===== src/rtl/icap_arbiter.sv =====
// Two-master ICAP arbiter: PRC has priority over SEM, SEM ownership is revoked
// through the cap_rel handshake, and an idle gap separates consecutive owners.
module icap_arbiter #(
    parameter int unsigned GAP_CYCLES  = 4,
    parameter int unsigned REL_TIMEOUT = 1023
) (
    input  logic        icap_clk,
    input  logic        icap_resetn,
    input  logic        sem_cap_req,
    output logic        sem_cap_gnt,
    output logic        sem_cap_rel,
    input  logic        sem_icap_csib,
    input  logic        sem_icap_rdwrb,
    input  logic [31:0] sem_icap_i,
    input  logic        prc_req,
    output logic        prc_gnt,
    input  logic        prc_icap_csib,
    input  logic        prc_icap_rdwrb,
    input  logic [31:0] prc_icap_i,
    output logic        icap_csib,
    output logic        icap_rdwrb,
    output logic [31:0] icap_i,
    output logic [1:0]  owner,
    output logic        rel_timeout
);

    localparam int unsigned REL_W = (REL_TIMEOUT < 2) ? 1 : $clog2(REL_TIMEOUT + 1);
    localparam logic [3:0]       GAP_LOAD  = 4'(GAP_CYCLES - 1);
    localparam logic [REL_W-1:0] REL_LIMIT = REL_W'(REL_TIMEOUT);

    typedef enum logic [2:0] {
        ST_IDLE,
        ST_SEM_OWN,
        ST_SEM_REL,
        ST_PRC_OWN,
        ST_GAP
    } state_t;

    state_t           state;
    logic [3:0]       gap_cnt;
    logic [REL_W-1:0] rel_cnt;

    // NOTE: sequential state uses non-blocking assignments only, so every
    // register samples the pre-edge values of its neighbours.
    always_ff @(posedge icap_clk) begin
        if (!icap_resetn) begin
            state       <= ST_IDLE;
            gap_cnt     <= '0;
            rel_cnt     <= '0;
            rel_timeout <= 1'b0;
        end else begin
            case (state)
                ST_IDLE: begin
                    if (prc_req)
                        state <= ST_PRC_OWN;
                    else if (sem_cap_req)
                        state <= ST_SEM_OWN;
                end
                ST_SEM_OWN: begin
                    if (!sem_cap_req) begin
                        state   <= ST_GAP;
                        gap_cnt <= GAP_LOAD;
                    end else if (prc_req) begin
                        state   <= ST_SEM_REL;
                        rel_cnt <= '0;
                    end
                end
                ST_SEM_REL: begin
                    // SEM letting go wins over PRC withdrawing in the same cycle.
                    if (!sem_cap_req) begin
                        state   <= ST_GAP;
                        gap_cnt <= GAP_LOAD;
                    end else if (!prc_req) begin
                        state <= ST_SEM_OWN;
                    end else if (rel_cnt == REL_LIMIT) begin
                        rel_timeout <= 1'b1;
                    end else begin
                        rel_cnt <= rel_cnt + 1'b1;
                    end
                end
                ST_PRC_OWN: begin
                    if (!prc_req) begin
                        state   <= ST_GAP;
                        gap_cnt <= GAP_LOAD;
                    end
                end
                ST_GAP: begin
                    if (gap_cnt == 4'd0)
                        state <= ST_IDLE;
                    else
                        gap_cnt <= gap_cnt - 1'b1;
                end
                default: state <= ST_IDLE;
            endcase
        end
    end

    // NOTE: every output gets a default before the case so no latch is inferred.
    always_comb begin
        sem_cap_gnt = 1'b0;
        sem_cap_rel = 1'b0;
        prc_gnt     = 1'b0;
        icap_csib   = 1'b1;
        icap_rdwrb  = 1'b1;
        icap_i      = '0;
        owner       = 2'b00;
        case (state)
            ST_SEM_OWN, ST_SEM_REL: begin
                sem_cap_gnt = 1'b1;
                sem_cap_rel = (state == ST_SEM_REL);
                icap_csib   = sem_icap_csib;
                icap_rdwrb  = sem_icap_rdwrb;
                icap_i      = sem_icap_i;
                owner       = 2'b01;
            end
            ST_PRC_OWN: begin
                prc_gnt    = 1'b1;
                icap_csib  = prc_icap_csib;
                icap_rdwrb = prc_icap_rdwrb;
                icap_i     = prc_icap_i;
                owner      = 2'b10;
            end
            default: ;
        endcase
    end

endmodule


===== config.mk =====
export PLATFORM = sky130hd
export DESIGN_NAME = icap_arbiter
export DESIGN_NICKNAME = d
export VERILOG_FILES = /design/src/rtl/icap_arbiter.sv
export SDC_FILE = /design/constraint.sdc
export NUM_CORES = 1
export LEC_CHECK = 0
export BUFFER_PORTS_ARGS = -buffer_cell sky130_fd_sc_hd__buf_4
export CAP_MARGIN = 0
export CORE_MARGIN = 2
export CORE_UTILIZATION = 39
export DETAILED_ROUTE_END_ITERATION = 10
export HOLD_SLACK_MARGIN = 0.08
export PLACE_DENSITY = 0.91
export SYNTH_ARGS = -nofsm -noshare
export SYNTH_HDL_FRONTEND = slang
export SYNTH_SLANG_ARGS = --single-unit

===== constraint.sdc =====
create_clock -name icap_clk -period 2.2 [get_ports icap_clk]
set_clock_uncertainty 0.2 [all_clocks]
set_input_delay 0.44 -clock icap_clk [delete_from_list [all_inputs] [get_ports icap_clk]]
set_output_delay 0.44 -clock icap_clk [all_outputs]
set_load 0.1 [all_outputs]

==> metrics.txt, run 1 <==
Area contributors post-synth dfxtp_1 26%, a22o_1 20%, nand2_1 3.8%, o311ai_1 3.8%, nor2_1 3.3%; DP Area 2600 µm²; Err [ERROR DPL-0038] Utilization greater than 100%, impossible to legalize; CTS root buf clkbuf_4; hold_buf cts 0; total CTS buffers 3; CTS HTree Levels 1; top_reg_cell synth dfxtp_1; top cell type's share of synthesized area 0.260; Post-Synthesis Cells 173; RD Place Congestion 0.942; die width 63.6 µm; worst-case clock buffer depth 2; post-synthesis sequential area ratio 0.260; Post CTS Setup Buffer Count 18; # IOs 112; DP Wirelength 4520 µm; area leader, netlist dfxtp_1; Netlist cell types 38; post-synthesis async set-or-reset flop share 0; Cell Rows 21; die height 63.6 µm; syn nets 247; Post-synth EDFFs 0; Exit stage clock tree synthesis; status did not finish; Synthesis Warnings 0; Initial Util 0.411; Synth top cells by count 32 x a22o_1, 18 x dfxtp_1, 14 x nand2_1; CTS sink cnt 18; count of state elements after synthesis 18; most common cell in the netlist a22o_1; Synth Cell Area 1380 µm²; syn avg cell area 8.00 µm²; IO buf count 111; CTS resizes 132; pre-CTS setup slack -0.304 ns
[cell families after synthesis]
family / count (synthesis) / share of synthesized area
xor+xnor: 1 / 0.00633
buf+inv: 23 / 0.0669
simple gates: 54 / 0.196
fa+ha+maj: 2 / 0.0181
mux: 2 / 0.0154
compound gates: 73 / 0.437
flops: 18 / 0.260
[metrics by stage]
| stage | std cells | hold WS [ns] |
|---|---|---|
| floorplan | 173 | 0.247 |
| global placement | 327 | 0.259 |
| detailed placement | 327 | 0.276 |
==> run 2, diff against run 1 <==
--- a/config.mk
+++ b/config.mk
@@ -8,10 +8,9 @@
 export BUFFER_PORTS_ARGS = -buffer_cell sky130_fd_sc_hd__buf_4
 export CAP_MARGIN = 0
 export CORE_MARGIN = 2
-export CORE_UTILIZATION = 39
+export CORE_UTILIZATION = 35
 export DETAILED_ROUTE_END_ITERATION = 10
-export HOLD_SLACK_MARGIN = 0.08
-export PLACE_DENSITY = 0.91
+export PLACE_DENSITY_LB_ADDON = 0.15
 export SYNTH_ARGS = -nofsm -noshare
 export SYNTH_HDL_FRONTEND = slang
 export SYNTH_SLANG_ARGS = --single-unit
==> metrics.txt, run 2 <==
# IOs 112; largest net degree at the start of global routing 26; CTS HTree Levels 1; RSZ-0062 raised after global routing yes; Crit Reg-Reg Endpoint rel_cnt[3]; worst-case clock buffer depth 2; Cell Rows 22; min cycle time layout 2.17 ns; post-synthesis adder-cell area fraction 0.0181; clock slew at reported path FFs 0.06 ns; drt drc 0; total of max-cap violations 0; Area contributors post-synth dfxtp_1 26%, a22o_1 20%, nand2_1 3.8%, o311ai_1 3.8%, nor2_1 3.3%; R2R setup slack 0.24 ns; post-synthesis sequential area ratio 0.260; Synth Area in XOR/XNOR 0.00633; compound-cell area share of the yosys netlist 0.437; Fmax 460 MHz; Final ANT Viol Nets 0; syn nets 247; slowest CP cell dfxtp_2; top_reg_cell synth dfxtp_1; core area 3740 µm²; Least-Margin Pin Slew 0.376 ns; crit end category primary output; total chip power 2.55 mW; CTS sink cnt 18; count of final setup violators 0; number of global-route vias before repair 1712; first-pass GRT wire length 8560 µm; Skew-Pair Late Insertion Delay 0.26 ns; via count 1964; PD cells 821 nW/µm²; Slew HR 0.747; GRT overflow 0; Nets 363; WHS Endpoint rel_cnt[1]; status finished clean; CTS tree done; Synth Area in Simple Gates 0.196; mux contribution to synthesized area 0.0154; P_leak 1.43 nW; ant diodes 0; Crit Path Max Fanout 8; VDD IR-drop max 0.000499 V; syn avg cell area 8.00 µm²; IO buf count 111; crit path cell chain xnor2_2 -> nor2_4 -> buf_4 -> a22o_4 -> buf_12; Max Slew Vio Count 0; Pre-antenna DRT Iters 4; Post-Synthesis Cells 173; total die area 4470 µm²; largest reg by FF count rel_cnt; largest registers rel_cnt (10), gap_cnt (4), state (3); area leader, netlist dfxtp_1; Final period util 0.988; GR Util All Layers 0.247; Synthesis Warnings 0; total CTS buffers 3; largest family of logic cells by synthesized area compound AO/OA/AOI/OAI gates; Initial Util 0.370; die height 66.9 µm; hold_buf cts 0; Iteration-0 DRC Markers 109; CTS root buf clkbuf_8; hold crit path type flop to flop; top cell type's share of synthesized area 0.260; Layout area overhead 124%; worst hold path depth 2; Arr. time, crit path 1.53 ns; hold path startpoint rel_cnt[1]; DP Area 2640 µm²; RD Place Congestion 0.841; commonest non-fill, non-tap cell in the layout buf_4; number of flip-flops in the largest register 10; CP Class flop to primary output; hold violation count in the final report 0; die width 66.9 µm; post-layout util 0.828; Synth top cells by count 32 x a22o_1, 18 x dfxtp_1, 14 x nand2_1; Post CTS Setup Buffer Count 0; Post-synth EDFFs 0; post-synthesis async set-or-reset flop share 0; DRT Wirelength 6660 µm; Reg2Reg Launch Point state[1]; Synth Cell Area 1380 µm²; count of state elements after synthesis 18; slowest cell delay on critical path 0.37 ns; Crit path required time 1.56 ns; share of cells above drive strength 1 0.603; vias per std cell 5.86; Avg WL per Cell 19.9 µm; initial antenna violation count 0; Final Cell Area 3100 µm²; crit path launch type flop; most common cell in the netlist a22o_1; most frequent cells in the layout 89 x buf_4, 34 x buf_12, 28 x a22o_4, 15 x dfxtp_1, 14 x nand2_1; Netlist cell types 38; DP Wirelength 4310 µm; path depth of the worst reg2reg path 5
==> run 2: cell counts after synthesis <==
Identical to the previous run, type by type.
==> run 2: logic make-up (layout without fill, tap and decap cells) <==
| kind of cell | after synthesis | count (layout) |
|---|---|---|
| buf+inv | 23 | 137 |
| fa+ha+maj | 2 | 2 |
| compound gates | 73 | 73 |
| xor+xnor | 1 | 1 |
| mux | 2 | 2 |
| flops | 18 | 18 |
| simple gates | 54 | 54 |
==> run 2: cell type report <==
| type | instances | area, µm² |
|---|---|---|
| tap | 48 | 60.1 |
| clock buffer | 3 | 41.3 |
| sequential | 18 | 364 |
| timing repair buffer | 125 | 1380 |
| fill | 204 | 643 |
| multi-input combinational | 132 | 1220 |
| inverter | 9 | 37.5 |
==> run 2: critical path: cells and delay by family (launching register included) <==
| family | cells | cell delay (ns) |
|---|---|---|
| buffers and inverters | 2 | 0.34 |
| DFF | 1 | 0.37 |
| xor gates and xnor gates | 1 | 0.24 |
| AOI/OAI and AO/OA | 1 | 0.25 |
| and+or+nand+nor | 1 | 0.06 |
==> run 2: stage by stage <==
stage	setup TNS [ns]	instances	setup WS, ns	hold WS, ns
after floorplan	-0.144	173	-0.144	0.247
after global routing	-0.202	335	-0.0366	0.307
after CTS	0	335	0.0104	0.283
final	0	335	0.0274	0.280
after global placement	0	332	0.214	0.259
after detailed placement	0	332	0.200	0.272
==> run 2: worst max-delay path by stage <==
stage             start     endpoint  slack, ns  cells past startpoint
6_report       state[1]   icap_i[31]       0.03                      5
5_1_grt        state[0]   icap_i[19]      -0.04                      5
4_1_cts        state[0]  sem_cap_rel       0.01                      4
3_5_place_dp   state[1]    icap_i[1]       0.20                      5
3_3_place_gp   state[0]  sem_cap_rel       0.21                      4
2_1_floorplan  state[0]   icap_i[12]      -0.14                      5
==> run 2: timing repair <==
item,CTS,global route
pin swaps,0,1
setup endpoints to repair,35,33
resized for setup,42,61
==> run 2: routing by layer <==
layer | wire [µm] | vias up | track usage
met3 | 644 | 17 | 0.0709
met5 | 0 | - | 0
met4 | 191 | 0 | 0.0918
li1 | - | 908 | -
met2 | 3460 | 100 | 0.424
met1 | 2360 | 939 | 0.291
==> run 2: power by group <==
part	leakage (nW)	total, mW	switching (mW)	internal (mW)
Combinational	1.26	1.95	1.22	0.728
Sequential	0.147	0.361	0.0199	0.341
Clock	0.0216	0.233	0.111	0.122
Power figures use the tool's default switching activity.
